[config.mk]
export PLATFORM = sky130hd
export DESIGN_NAME = watchdog_timer_flat
export DESIGN_NICKNAME = d
export VERILOG_FILES = /design/src/rtl/wdt_pkg.sv /design/src/rtl/watchdog_timer_if.sv /design/src/rtl/wdt_tick_sel.sv /design/src/rtl/watchdog_timer.sv /design/src/flat_wrapper.sv
export SDC_FILE = /design/constraint.sdc
export NUM_CORES = 1
export LEC_CHECK = 0
export ABC_AREA = 1
export CAP_MARGIN = 5
export CORE_ASPECT_RATIO = 1.75
export CORE_MARGIN = 1
export CORE_UTILIZATION = 31
export DETAILED_ROUTE_END_ITERATION = 16
export HOLD_SLACK_MARGIN = 0.06
export PLACE_DENSITY_LB_ADDON = 0.05
export SLEW_MARGIN = 20
export SYNTH_ARGS = -nofsm -noshare
export SYNTH_HDL_FRONTEND = slang
export SYNTH_HIERARCHICAL = 1
export SYNTH_SLANG_ARGS = --single-unit
[constraint.sdc]
create_clock -name clk -period 2.4 [get_ports clk]
set_clock_uncertainty 0.05 [all_clocks]
set_input_delay 0.48 -clock clk [delete_from_list [all_inputs] [get_ports clk]]
set_output_delay 0.48 -clock clk [all_outputs]
set_load 0.005 [all_outputs]
[src/rtl/wdt_pkg.sv]
// Shared types and constants for the watchdog timer: state encoding, tick
// base encodings and default counter width.
package wdt_pkg;

  localparam int CNT_W_DEFAULT = 16;

  typedef enum logic [1:0] {
    ST_IDLE    = 2'd0,
    ST_RUN     = 2'd1,
    ST_WARN    = 2'd2,
    ST_EXPIRED = 2'd3
  } wdt_state_e;

  localparam logic [1:0] TSEL_USEC = 2'd0;
  localparam logic [1:0] TSEL_MSEC = 2'd1;
  localparam logic [1:0] TSEL_SEC  = 2'd2;
  localparam logic [1:0] TSEL_NONE = 2'd3;

endpackage

[src/rtl/watchdog_timer_if.sv]
// Control/status bundle of the watchdog timer; WDT_WINDOW_EN adds the
// kick-window configuration and the early-kick flag.
interface watchdog_timer_if #(parameter int CNT_W = wdt_pkg::CNT_W_DEFAULT);

  logic             usec_pulse;
  logic             msec_pulse;
  logic             sec_pulse;
  logic [1:0]       tick_sel;
  logic             enable;
  logic [CNT_W-1:0] timeout;
  logic [CNT_W-1:0] warn_thresh;
  logic             kick;
  logic [CNT_W-1:0] count;
  logic [1:0]       state;
  logic             warn_pulse;
  logic             expired;
`ifdef WDT_WINDOW_EN
  logic [CNT_W-1:0] window_min;
  logic             early_kick;

  modport master (
    output usec_pulse, msec_pulse, sec_pulse, tick_sel, enable, timeout,
           warn_thresh, kick, window_min,
    input  count, state, warn_pulse, expired, early_kick
  );

  modport slave (
    input  usec_pulse, msec_pulse, sec_pulse, tick_sel, enable, timeout,
           warn_thresh, kick, window_min,
    output count, state, warn_pulse, expired, early_kick
  );
`else
  modport master (
    output usec_pulse, msec_pulse, sec_pulse, tick_sel, enable, timeout,
           warn_thresh, kick,
    input  count, state, warn_pulse, expired
  );

  modport slave (
    input  usec_pulse, msec_pulse, sec_pulse, tick_sel, enable, timeout,
           warn_thresh, kick,
    output count, state, warn_pulse, expired
  );
`endif

endinterface

[src/rtl/wdt_tick_sel.sv]
// Picks the upstream pulse matching the latched time base and registers it
// as a single tick strobe; clr drops an in-flight tick when the counter reloads.
module wdt_tick_sel
  import wdt_pkg::*;
(
  input  logic       clk,
  input  logic       rst_n,
  input  logic       usec_pulse,
  input  logic       msec_pulse,
  input  logic       sec_pulse,
  input  logic [1:0] sel,
  input  logic       clr,
  output logic       tick
);

  logic hit;

  always_comb begin
    hit = 1'b0;
    case (sel)
      TSEL_USEC: hit = usec_pulse;
      TSEL_MSEC: hit = msec_pulse;
      TSEL_SEC:  hit = sec_pulse;
      default:   hit = 1'b0;
    endcase
  end

  always_ff @(posedge clk or negedge rst_n) begin
    if (!rst_n) begin
      tick <= 1'b0;
    end else if (clr) begin
      tick <= 1'b0;
    end else begin
      tick <= hit;
    end
  end

endmodule

[src/rtl/watchdog_timer.sv]
// Watchdog timer: counts selected ticks down from a latched timeout, warns at
// a threshold and expires at zero. WDT_WINDOW_EN adds a minimum kick window.
module watchdog_timer
  import wdt_pkg::*;
#(
  parameter int CNT_W = CNT_W_DEFAULT
)
(
  input  logic             clk,
  input  logic             rst_n,
  watchdog_timer_if.slave  bus
);

  typedef logic [CNT_W-1:0] cnt_t;

  wdt_state_e state_q, state_d;
  cnt_t       count_q, count_d;
  cnt_t       timeout_q, timeout_d;
  cnt_t       thresh_q, thresh_d;
  logic [1:0] tsel_q, tsel_d;
  logic       warn_q, warn_d;
  logic       load;
  logic       tick;
  cnt_t       dec;

  assign dec = count_q - cnt_t'(1);

`ifdef WDT_WINDOW_EN
  cnt_t winmin_q, winmin_d;
  logic early_q, early_d;
  logic early_hit;

  // Elapsed ticks since the last load must reach window_min before a kick is legal.
  assign early_hit = (timeout_q - count_q) < winmin_q;
`endif

  wdt_tick_sel u_tick_sel (
    .clk        (clk),
    .rst_n      (rst_n),
    .usec_pulse (bus.usec_pulse),
    .msec_pulse (bus.msec_pulse),
    .sec_pulse  (bus.sec_pulse),
    .sel        (tsel_q),
    .clr        (load),
    .tick       (tick)
  );

  always_ff @(posedge clk or negedge rst_n) begin
    if (!rst_n) begin
      state_q   <= ST_IDLE;
      count_q   <= '0;
      timeout_q <= '0;
      thresh_q  <= '0;
      tsel_q    <= '0;
      warn_q    <= 1'b0;
`ifdef WDT_WINDOW_EN
      winmin_q  <= '0;
      early_q   <= 1'b0;
`endif
    end else begin
      state_q   <= state_d;
      count_q   <= count_d;
      timeout_q <= timeout_d;
      thresh_q  <= thresh_d;
      tsel_q    <= tsel_d;
      warn_q    <= warn_d;
`ifdef WDT_WINDOW_EN
      winmin_q  <= winmin_d;
      early_q   <= early_d;
`endif
    end
  end

  always_comb begin
    state_d   = state_q;
    count_d   = count_q;
    timeout_d = timeout_q;
    thresh_d  = thresh_q;
    tsel_d    = tsel_q;
    warn_d    = 1'b0;
    load      = 1'b0;
`ifdef WDT_WINDOW_EN
    winmin_d  = winmin_q;
    early_d   = early_q;
`endif

    if (!bus.enable) begin
      state_d = ST_IDLE;
      count_d = '0;
`ifdef WDT_WINDOW_EN
      early_d = 1'b0;
`endif
    end else begin
      case (state_q)
        ST_IDLE: load = 1'b1;
        ST_RUN, ST_WARN: begin
          if (bus.kick) begin
`ifdef WDT_WINDOW_EN
            if (early_hit) begin
              state_d = ST_EXPIRED;
              count_d = '0;
              early_d = 1'b1;
            end else begin
              load = 1'b1;
            end
`else
            load = 1'b1;
`endif
          end else if (tick) begin
            count_d = dec;
            if (dec == '0) begin
              state_d = ST_EXPIRED;
            end else if (state_q == ST_RUN && thresh_q != '0 && dec == thresh_q) begin
              state_d = ST_WARN;
              warn_d  = 1'b1;
            end
          end
        end
        default: count_d = '0;
      endcase
    end

    if (load) begin
      timeout_d = bus.timeout;
      thresh_d  = bus.warn_thresh;
      tsel_d    = bus.tick_sel;
`ifdef WDT_WINDOW_EN
      winmin_d  = bus.window_min;
`endif
      count_d   = bus.timeout;
      // A zero timeout from IDLE expires straight away; a kick always restarts RUN.
      state_d   = (state_q == ST_IDLE && bus.timeout == '0) ? ST_EXPIRED : ST_RUN;
    end
  end

  assign bus.count      = count_q;
  assign bus.state      = state_q;
  assign bus.warn_pulse = warn_q;
  assign bus.expired    = (state_q == ST_EXPIRED);
`ifdef WDT_WINDOW_EN
  assign bus.early_kick = early_q;
`endif

endmodule

[src/flat_wrapper.sv]
// flat-port wrapper written by rule: the top's interface ports become plain ports
module watchdog_timer_flat import wdt_pkg::*;
#(
  parameter int CNT_W = CNT_W_DEFAULT
)
  (clk, rst_n, bus_usec_pulse, bus_msec_pulse, bus_sec_pulse, bus_tick_sel, bus_enable, bus_timeout, bus_warn_thresh, bus_kick, bus_count, bus_state, bus_warn_pulse, bus_expired);
  watchdog_timer_if #(.CNT_W(CNT_W)) bus_i ();
  input  logic clk;
  input  logic rst_n;
  input wire logic [$bits(bus_i.usec_pulse)-1:0] bus_usec_pulse;
  input wire logic [$bits(bus_i.msec_pulse)-1:0] bus_msec_pulse;
  input wire logic [$bits(bus_i.sec_pulse)-1:0] bus_sec_pulse;
  input wire logic [$bits(bus_i.tick_sel)-1:0] bus_tick_sel;
  input wire logic [$bits(bus_i.enable)-1:0] bus_enable;
  input wire logic [$bits(bus_i.timeout)-1:0] bus_timeout;
  input wire logic [$bits(bus_i.warn_thresh)-1:0] bus_warn_thresh;
  input wire logic [$bits(bus_i.kick)-1:0] bus_kick;
  output wire logic [$bits(bus_i.count)-1:0] bus_count;
  output wire logic [$bits(bus_i.state)-1:0] bus_state;
  output wire logic [$bits(bus_i.warn_pulse)-1:0] bus_warn_pulse;
  output wire logic [$bits(bus_i.expired)-1:0] bus_expired;
  assign bus_i.usec_pulse = bus_usec_pulse;
  assign bus_i.msec_pulse = bus_msec_pulse;
  assign bus_i.sec_pulse = bus_sec_pulse;
  assign bus_i.tick_sel = bus_tick_sel;
  assign bus_i.enable = bus_enable;
  assign bus_i.timeout = bus_timeout;
  assign bus_i.warn_thresh = bus_warn_thresh;
  assign bus_i.kick = bus_kick;
  assign bus_count = bus_i.count;
  assign bus_state = bus_i.state;
  assign bus_warn_pulse = bus_i.warn_pulse;
  assign bus_expired = bus_i.expired;
  watchdog_timer #(.CNT_W(CNT_W)) u_core (.clk(clk), .rst_n(rst_n), .bus(bus_i));
endmodule
== After elaboration in Yosys (flattened, before gate mapping) ==
Index checks and enable logic that the tools add are counted.

* Bits of input ports: 41
* Register bits: 38
* Output and inout port bits: 20
* Memories kept: 0
* RAM bits: 0
* Latch bits: 0
* Logic and storage cells: 55
* Bits in read-only memories: 0

* Magnitude comparators: 0
* Divide/modulo/power cells: 0
* Bitwise operators: 0
* Reductions and logical operators: 11
* Add/subtract/negate cells: 1
* Equality and inequality tests: 13
* Shifts and indexed selects: 0
* Muxes and demuxes: 24
* $mul: 0

{| class="wikitable"
|+ Operators by type and width
! operator !! number
|-
| two-way mux 16 bit || 4
|-
| logical NOT 16 bit || 2
|-
| case mux 16 bit (2 select lines) || 1
|-
| == test 16 bit || 1
|-
| two-way mux 2 bit || 8
|-
| nonzero test 16 bit || 1
|-
| subtractor 16 x 1 -> 16 bit, second input constant || 1
|-
| two-way mux 1 bit || 9
|-
| inequality test 4 x 3 -> 1 bit, second input constant || 2
|-
| == test 2 bit, second input constant || 3
|-
| inequality test 3 x 1 -> 1 bit, second input constant || 2
|-
| inequality test 3 x 2 -> 1 bit, second input constant || 2
|-
| == test 2 x 1 -> 1 bit, second input constant || 2
|-
| logical NOT 2 bit || 2
|-
| inequality test 4 x 1 -> 1 bit, second input constant || 1
|-
| AND reduction 4 bit || 1
|-
| logical AND 1 bit || 3
|-
| case mux 1 bit (3 select lines) || 1
|-
| AND reduction 3 bit || 1
|-
| case mux 1 bit (2 select lines) || 1
|-
| OR reduction 2 bit || 1
|}

== Depth between registers and ports, before layout ==
Gate-level depths: netlist of the first run.

* Depth after elaboration: 10
* Mapped depth: 20
* Depth with buffers taken out: 19

== Hierarchy ==
Netlist of the first run, hierarchy kept.

{| class="wikitable"
|+ By module, submodules not included
! module !! sequential area each (um^2) !! instances !! area an instance (um^2) !! cells an instance
|-
| watchdog_timer || 925.9 || 1 || 2,687.6 || 417
|-
| wdt_tick_sel || 25.0 || 1 || 61.3 || 9
|}

== Least setup slack after synthesis of the first run ==
No wires, ideal clock.

* Kind: reg-to-reg
* From: register u_core.state_q[0], in the netlist u_core/bus.state[0]
* To: register u_core.count_q[0], in the netlist u_core/bus.count[0]
* Buffers on the path: 2
* Cell stages (with the launch flop): 14
* Required time: 2,218 ps
* Period minus slack after synthesis: 2,114 ps
* Arrival time: 1,931 ps
* Library setup time: 132 ps
* Path slack: 286 ps
* Cells stage by stage: dfrtp_1 -> inv_1 -> ha_1 -> a21o_1 -> nand3_1 -> buf_4 -> nand2_2 -> nor2_4 -> o21ai_0 -> o21ai_1 -> inv_1 -> clkbuf_1 -> nand2_1 -> o21ai_0

* Longest elaborated chain between the ends: 6
* Elaborated cells on any way between the ends: 13
* Those cells by class: eq/ne: 5; mux: 5; reduce/logical: 3

{| class="wikitable"
|+ Ends and longest elaborated chain
! what !! line !! text
|-
| start: declaration || watchdog_timer.sv:16 || <nowiki>wdt_state_e state_q, state_d;</nowiki>
|-
| start signal: assignment || watchdog_timer.sv:61 || <nowiki>state_q <= state_d;</nowiki>
|-
| == test 2 bit / == test 2 x 1 -> 1 bit (equally long branches) || watchdog_timer.sv:94 || <nowiki>case (state_q)</nowiki>
|-
| OR reduction 2 bit || watchdog_timer.sv:94 ||
|-
| case mux 1 bit (2 select lines) || watchdog_timer.sv:94 ||
|-
| two-way mux 1 bit || watchdog_timer.sv:87 || <nowiki>if (!bus.enable) begin</nowiki>
|-
| inequality test 4 x 3 -> 1 bit (no source line) / inequality test 3 x 2 -> 1 bit (equally long branches) || -- ||
|-
| AND reduction 3 bit (no source line) || -- ||
|-
| end signal: assignment || watchdog_timer.sv:62 || <nowiki>count_q <= count_d;</nowiki>
|-
| end: declaration || watchdog_timer.sv:17 || <nowiki>cnt_t count_q, count_d;</nowiki>
|}

Parallel ways exist; a longest one is shown, timed or not.
A chain may end at the register's enable or synchronous reset.

== Worst setup path after layout of the first run ==
* From: register u_core.count_q[1], in the netlist u_core/bus.count[1]
* To: register u_core.state_q[0], in the netlist u_core/bus.state[0]

* Longest elaborated chain between the ends: 8
* Elaborated cells on any way between the ends: 12
* Those cells by class: add/sub: 1; eq/ne: 2; mux: 6; reduce/logical: 3

{| class="wikitable"
|+ Ends and longest elaborated chain
! what !! line !! text
|-
| subtractor 16 x 1 -> 16 bit (*) || watchdog_timer.sv:26 || <nowiki>assign dec = count_q - cnt_t'(1);</nowiki>
|-
| logical NOT 16 bit || watchdog_timer.sv:111 || <nowiki>if (dec == '0) begin</nowiki>
|-
| two-way mux 2 bit || watchdog_timer.sv:111 ||
|-
| two-way mux 2 bit || watchdog_timer.sv:109 || <nowiki>end else if (tick) begin</nowiki>
|-
| two-way mux 2 bit || watchdog_timer.sv:97 || <nowiki>if (bus.kick) begin</nowiki>
|-
| two-way mux 2 bit || watchdog_timer.sv:94 ||
|-
| two-way mux 2 bit || watchdog_timer.sv:87 ||
|-
| two-way mux 2 bit || watchdog_timer.sv:123 || <nowiki>if (load) begin</nowiki>
|}

Every way passes the cells marked *; elsewhere a longest branch is shown, timed or not. The select of a mux whose other input is x is not followed.

==> out/summary.log, run 1 <==
[floorplanning] Row Count 45
[setup_path] crit path capture type register
[cts] post-CTS setup buffers 0
[drt] number of optimization iterations in the first detailed-route pass 5
[synth] xor and xnor fraction of the mapped netlist area 0.00910
[cts] insertion delay of the later-clocked pin in the worst-skew pair 0.28 ns
[setup_path] Max stage delay on crit path 0.38 ns
[layout] Layout Cell Area excl Fill 3770 sq um
[setup_path] count of cells along the worst register-to-register path 15
[synth] most area-hungry cell type in the Yosys netlist sky130_fd_sc_hd__dfrtp_1
[cts] post-cts sizing count 0
[grt] largest net degree at the start of global routing 38
[placed_design] placer congestion estimate 0.886
[setup_path] CP max FO 7
[drt] per-cell routed wire length 15.4 microns
[placed_design] half-perimeter wire length after detailed placement 7760 microns
[floorplanning] DIE AREA 9260 sq um
[job] number of max-cap violations 0
[timing] accumulated negative setup slack 0 ns
[synth] combinational family with the most area after synthesis simple AND/OR/NAND/NOR gates
[synth] async set or reset register ratio after synthesis 1.00
[placed_design] # port buffers 60
[grt] initial antenna violation count 0
[layout] Area Overhead vs Synth 37.1%
[placed_design] Placed Instance Area 3590 sq um
[floorplanning] placeable core region 8610 sq um
[pwr] Power per Cell Area 1320 nW/um^2
[synth] cell types with the highest counts after synthesis sky130_fd_sc_hd__nand2_1, sky130_fd_sc_hd__inv_1, sky130_fd_sc_hd__nand3_1
[synth] number of standard cells after synthesis 426
[run_status] status completed
[cts] Num Clock Sinks 38
[synth] fraction of the yosys area taken by sequential cells 0.346
[pwr] IR drop worst, VDD 0.450 mV
[timing] final-report setup violation count 0
[layout] Filler cells 933
[drt] via count 2991
[layout] share of final-layout standard cells stronger than drive strength 1 0.102
[grt] via count of the first global-routing pass 2975
[setup_path] element type at the critical path start register
[synth] number of synthesized flops with an enable pin 0
[setup_path] CP Data Arrival Time 2.35 ns
[synth] fraction of the mapped netlist area in adder cells 0.0228
[cts] total clock buffers created by CTS 5
[synth] number of nets in the synthesized netlist 472
[cts] clock tree from TritonCTS done
[cts] clock tree buffer depth 2
[timing] Final Hold Viols 0
[synth] flip-flop and latch count after synthesis 38
[synth] fraction of synthesized area in multiplexers 0
[drt] Iteration-0 DRC Markers 151
[setup_path] register-to-register path setup slack 0.17 ns
[synth] count of unique library cells instantiated by Yosys 32
[synth] most used flip-flop cell after synthesis sky130_fd_sc_hd__dfrtp_1
[floorplanning] I/O pin count 61
[setup_path] chain of cells forming the critical path buf_4, nor2_4, nand2_4, nor2_4, nand2_1, nand2_1, nand3_1, nand2_1, nand3_1, nor2_1, nand2_1, nand2_1, nand2_2, nand3_1, nand2_1
[pwr] leakage power total 0.00182 uW
[grt] Remaining Overflow, GRT 0
[cts] deepest level of the CTS H-tree 2
[layout] number of nets in the finished design 547
[floorplanning] width of the die 73.2 microns
[timing] worst slew margin relative to its limit 0.583
[synth] proportion of netlist area held by the largest area contributor 0.346
[setup_path] crit-path most repeated cell sky130_fd_sc_hd__nand2_1
[synth] Cell Area, Synth 2750 sq um
[floorplanning] die height 127 microns
[setup_path] kind of critical path reg -> reg
[setup_path] data required time of the critical path 2.52 ns
[synth] Syn Area/Cell 6.45 sq um
[setup_path] endpoint of the most critical register-to-register path u_core/bus.state[0]
[timing] number of max-slew violations in the final report 0
[setup_path] critical path's slowest cell sky130_fd_sc_hd__dfrtp_1
[synth] dominant cell by count in the synthesized netlist sky130_fd_sc_hd__nand2_1
[drt] drt total wl 9540 microns
[min_path] Worst Hold Class in -> async
[drt] Antenna Nets Post-Route 0
[drt] vias per std cell 4.83
[timing] setup repair after global routing missed its margin true
[grt] aggregate global-route resource usage 0.222
[grt] global-route wire length before repair 15000 microns
[cts] root buffer cell sky130_fd_sc_hd__clkbuf_16
[floorplanning] starting density of the core 0.319
[timing] final critical-path required period 2.23 ns
[setup_path] worst reg2reg path startpoint u_core/bus.count[1]
[layout] Diodes inserted 0
[synth] fraction of the mapped netlist area in simple logic gates 0.424
[drt] residual DRC count 0
[cts] count of hold buffers inserted by post-cts repair 0
[synth] yosys warns 6
[synth] post-synthesis compound-gate area fraction 0.108
[cts] clock slew seen by the registers of the worst setup and hold paths 0.06 ns
[timing] Fmax 449 MHz
[timing] worst hold slack 0.162 ns
[timing] period utilisation layout 0.929
[synth] top area cells in the synthesized netlist sky130_fd_sc_hd__dfrtp_1, sky130_fd_sc_hd__nand2_1, sky130_fd_sc_hd__nand3_1
[timing] actual slew at the worst max-slew pin 0.626 ns
## critical path: cells and delay by family, from the launching register on
family,cells,cell delay [ns]
DFF,1,0.38
buffers and inverters,1,0.15
and+or+nand+nor,14,1.52
## cell usage in the layout (no fill, tap or decap), types with 2 or more instances in the layout
cell	synthesis	routed
sky130_fd_sc_hd__nor2_2	3	7
sky130_fd_sc_hd__a21oi_1	6	6
sky130_fd_sc_hd__nand2_4	2	2
sky130_fd_sc_hd__nor3_1	3	3
sky130_fd_sc_hd__nand2_2	5	6
sky130_fd_sc_hd__inv_1	51	51
sky130_fd_sc_hd__o21ai_0	36	36
sky130_fd_sc_hd__clkdlybuf4s50_1	0	59
sky130_fd_sc_hd__nand3b_1	2	2
sky130_fd_sc_hd__clkbuf_16	0	5
sky130_fd_sc_hd__nor2_4	4	4
sky130_fd_sc_hd__clkinv_1	2	2
sky130_fd_sc_hd__buf_4	1	17
sky130_fd_sc_hd__nand2_1	148	147
sky130_fd_sc_hd__nor2_1	39	35
sky130_fd_sc_hd__o21ai_1	2	2
sky130_fd_sc_hd__nor4_1	4	4
sky130_fd_sc_hd__ha_1	5	4
sky130_fd_sc_hd__nand3_1	41	40
sky130_fd_sc_hd__o22ai_1	4	4
sky130_fd_sc_hd__dfrtp_1	38	38
sky130_fd_sc_hd__nand4_1	8	8
sky130_fd_sc_hd__a22oi_1	4	4
## final cells by class
type / instances / area (sq um) / share of cell area
clock inverter: 1 / 5.00 / 0.00133
clock buffer: 7 / 143 / 0.0378
timing repair buffer: 78 / 743 / 0.197
inverter: 54 / 203 / 0.0538
multi-input combinational: 324 / 1580 / 0.419
tap: 117 / 146 / 0.0388
sequential: 38 / 951 / 0.252
## through the flow
stage                     power, uW  setup slack (ns)  std cells  utilization
after CTS                      4960             0.163        619        0.434
final                          4980             0.171        619        0.438
after global placement         4230            0.0590        611        0.417
after floorplan                3060             0.286        426            -
after detailed placement       4260            0.0206        611        0.417
after global routing           5450          -0.00373        619        0.438
## state kept, by name, summed over array words and instances (netlist names)
register	cells
u_core/bus.state	2
u_core/u_tick_sel/tick	1
u_core/tsel_q	2
u_core/thresh_q	16
u_core/bus.warn_pulse	1
u_core/bus.count	16
## metal layers
layer	wire, microns	GRT usage	share of wire	vias up
met4	357	0.111	0.037	0
li1	-	-	-	1517
met1	3610	0.239	0.38	1374
met3	317	0.0334	0.033	20
met5	0	0	0	-
met2	5260	0.407	0.55	80
## how the worst max path moves through the flow
| stage | startpoint | end | slack (ns) | cells after the start |
|---|---|---|---|---|
| detailed placement | bus_kick | u_core/bus.count[8] | 0.02 | 9 |
| CTS | u_core/bus.count[0] | u_core/bus.state[0] | 0.16 | 15 |
| global route | u_core/bus.state[0] | u_core/bus.count[7] | -0.004 | 11 |
| global placement | bus_kick | u_core/bus.count[7] | 0.06 | 9 |
| floorplan | u_core/bus.state[0] | u_core/bus.count[0] | 0.29 | 13 |
| finish | u_core/bus.count[1] | u_core/bus.state[0] | 0.17 | 15 |
## kinds of logic after synthesis
group / after synthesis
fa+ha+maj: 5
simple gates: 262
xor+xnor: 2
flops: 38
buf+inv: 64
compound gates: 55
## power breakdown
group / switching, uW / total [uW] / internal [uW]
Clock: 265 / 677 / 412
Sequential: 309 / 1220 / 910
Combinational: 1910 / 3080 / 1170
Total: 2480 / 4980 / 2500
Power figures use the tool's default switching activity.
==> inputs of run 2 (changes only) <==
Settings changed: SYNTH_HIERARCHICAL 1 to not set.
==> out/summary.log, run 2 <==
[synth] async set or reset register ratio after synthesis 1.00
[floorplanning] starting density of the core 0.323
[setup_path] element type at the critical path start register
[setup_path] kind of critical path reg -> reg
[layout] number of nets in the finished design 533
[setup_path] CP max FO 32
[drt] per-cell routed wire length 15.6 microns
[setup_path] critical path's slowest cell sky130_fd_sc_hd__dfrtp_1
[timing] final setup slack of the worst path 0.276 ns
[job] number of max-cap violations 0
[drt] number of optimization iterations in the first detailed-route pass 4
[placed_design] Placed Instance Area 3590 sq um
[layout] Diodes inserted 0
[placed_design] # port buffers 60
[timing] final-report setup violation count 0
[drt] Iteration-0 DRC Markers 185
[grt] aggregate global-route resource usage 0.220
[cts] deepest level of the CTS H-tree 2
[setup_path] chain of cells forming the critical path inv_1, ha_1, nand2_1, nand2_1, nand3_1, inv_2, nor2_2, inv_1, a21oi_2, buf_12, a21oi_1, a22oi_1
[cts] Num Clock Sinks 38
[floorplanning] Row Count 45
[grt] initial antenna violation count 0
[setup_path] endpoint of the most critical register-to-register path u_core.bus.count[14]
[setup_path] buffers plus inverters on the worst setup path 4
[grt] Top Usage Layer GRT met2
[layout] share of final-layout standard cells stronger than drive strength 1 0.100
[setup_path] worst reg2reg path startpoint u_core.bus.state[0]
[grt] met3 layer usage reported by global route 0.0291
[synth] Syn Area/Cell 6.67 sq um
[floorplanning] DIE AREA 9480 sq um
[synth] top area cells in the synthesized netlist sky130_fd_sc_hd__dfrtp_1, sky130_fd_sc_hd__nand2_1, sky130_fd_sc_hd__nand3_1
[layout] commonest cells after routing, fill and taps aside sky130_fd_sc_hd__nand2_1, sky130_fd_sc_hd__clkdlybuf4s50_1, sky130_fd_sc_hd__inv_1
[timing] number of max-slew violations in the final report 0
[cts] clock tree from TritonCTS done
[timing] Final Hold Viols 0
[setup_path] data required time of the critical path 2.55 ns
[floorplanning] placeable core region 8730 sq um
[setup_path] count of cells along the worst register-to-register path 12
[synth] yosys warns 0
[cts] insertion delay of the later-clocked pin in the worst-skew pair 0.29 ns
[run_status] status completed
[synth] count of unique library cells instantiated by Yosys 30
[drt] Antenna Nets Post-Route 0
[layout] Filler cells 967
[grt] via count of the first global-routing pass 3051
[setup_path] CP Data Arrival Time 2.27 ns
[pwr] IR drop worst, VDD 0.604 mV
[drt] via count 2971
[layout] Layout Cell Area excl Fill 3770 sq um
[cts] total clock buffers created by CTS 5
[pwr] Power per Cell Area 1370 nW/um^2
[setup_path] register-to-register path setup slack 0.28 ns
[timing] setup repair after global routing missed its margin false
[synth] proportion of netlist area held by the largest area contributor 0.338
[timing] period utilisation layout 0.885
[cts] root buffer cell sky130_fd_sc_hd__clkbuf_16
[pwr] post-layout total power 5160 uW
[pwr] leakage power total 0.00180 uW
[floorplanning] width of the die 74.0 microns
[synth] number of nets in the synthesized netlist 468
[synth] Cell Area, Synth 2820 sq um
[setup_path] Max stage delay on crit path 0.44 ns
[setup_path] crit path capture type register
[min_path] Worst Hold Class in -> async
[synth] fraction of the yosys area taken by sequential cells 0.338
[timing] accumulated negative setup slack 0 ns
[layout] most common cell after layout, fill and taps aside sky130_fd_sc_hd__nand2_1
[placed_design] placer congestion estimate 0.922
[timing] actual slew at the worst max-slew pin 0.488 ns
[placed_design] post-placement setup slack 0.0793 ns
[placed_design] half-perimeter wire length after detailed placement 7760 microns
[cts] post-CTS setup buffers 0
[timing] worst slew margin relative to its limit 0.675
[synth] number of standard cells after synthesis 422
[cts] clock tree buffer depth 2
[synth] cell types with the highest counts after synthesis sky130_fd_sc_hd__nand2_1, sky130_fd_sc_hd__inv_1, sky130_fd_sc_hd__nand3_1
[grt] met2 track demand over resource in global routing 0.424
[grt] largest net degree at the start of global routing 53
[floorplanning] die height 128 microns
[drt] drt total wl 9460 microns
[grt] global-route wire length before repair 15300 microns
[synth] flip-flop and latch count after synthesis 38
[synth] dominant cell by count in the synthesized netlist sky130_fd_sc_hd__nand2_1
[synth] number of synthesized flops with an enable pin 0
[setup_path] Top Family by Delay on Critical Path flip-flops
[layout] Area Overhead vs Synth 34.1%
[drt] vias per std cell 4.91
[cts] clock slew seen by the registers of the worst setup and hold paths 0.06 ns
[timing] final critical-path required period 2.12 ns
[drt] residual DRC count 0
[floorplanning] I/O pin count 61
[synth] most area-hungry cell type in the Yosys netlist sky130_fd_sc_hd__dfrtp_1
[timing] Fmax 471 MHz
[grt] global routing met1 resource utilization 0.219
[synth] most used flip-flop cell after synthesis sky130_fd_sc_hd__dfrtp_1
[grt] Remaining Overflow, GRT 0
[run 2: cells by family after synthesis]
logic type      synth area share
flops                      0.338
buf+inv                   0.0978
compound gates             0.124
xor+xnor                  0.0120
simple gates               0.406
fa+ha+maj                 0.0222
[run 2: repair_timing]
action,CTS,global route
hold buffers,0,0
endpoints found under the setup margin,0,3
resized for setup,0,5
[run 2: through the flow]
step           std cells  utilization  hold slack [ns]
6_report             605        0.433           0.0741
5_1_grt              605        0.433            0.121
4_1_cts              605        0.430           0.0889
3_5_place_dp         597        0.411            0.397
3_3_place_gp         597        0.411            0.395
2_1_floorplan        422            -            0.134
[run 2: worst max-delay path by stage]
stage,startpoint,end,slack (ns),cells after the start
3_3_place_gp,u_core.bus.count[1],u_core.bus.state[1],0.15,15
6_report,u_core.bus.state[0],u_core.bus.count[14],0.28,12
2_1_floorplan,u_core.bus.count[0],u_core.bus.state[1],0.34,17
5_1_grt,u_core.bus.count[1],u_core.bus.state[0],0.02,15
4_1_cts,u_core.bus.count[1],u_core.bus.state[1],0.07,15
3_5_place_dp,u_core.bus.count[1],u_core.bus.state[1],0.08,15
[run 2: routing by layer]
layer | wire (microns) | share of wire | up-vias
met5 | 0 | 0 | -
met3 | 263 | 0.028 | 22
met1 | 3360 | 0.36 | 1385
met2 | 5480 | 0.58 | 67
li1 | - | - | 1497
met4 | 353 | 0.037 | 0
[run 2: cell type report]
cell class                 instances  area (sq um)  share of cell area
multi-input combinational        312          1610               0.427
sequential                        38           951               0.252
timing repair buffer              68           668               0.177
inverter                          62           233              0.0617
tap                              117           146              0.0388
clock buffer                       5           125              0.0331
clock inverter                     3          40.0              0.0106
[run 2: where the power goes]
group	switching (uW)	internal [uW]	leakage, uW
clock	279	487	0.0000836
combinational	1930	1190	0.00124
sequential	346	930	0.000478
total	2550	2610	0.00180
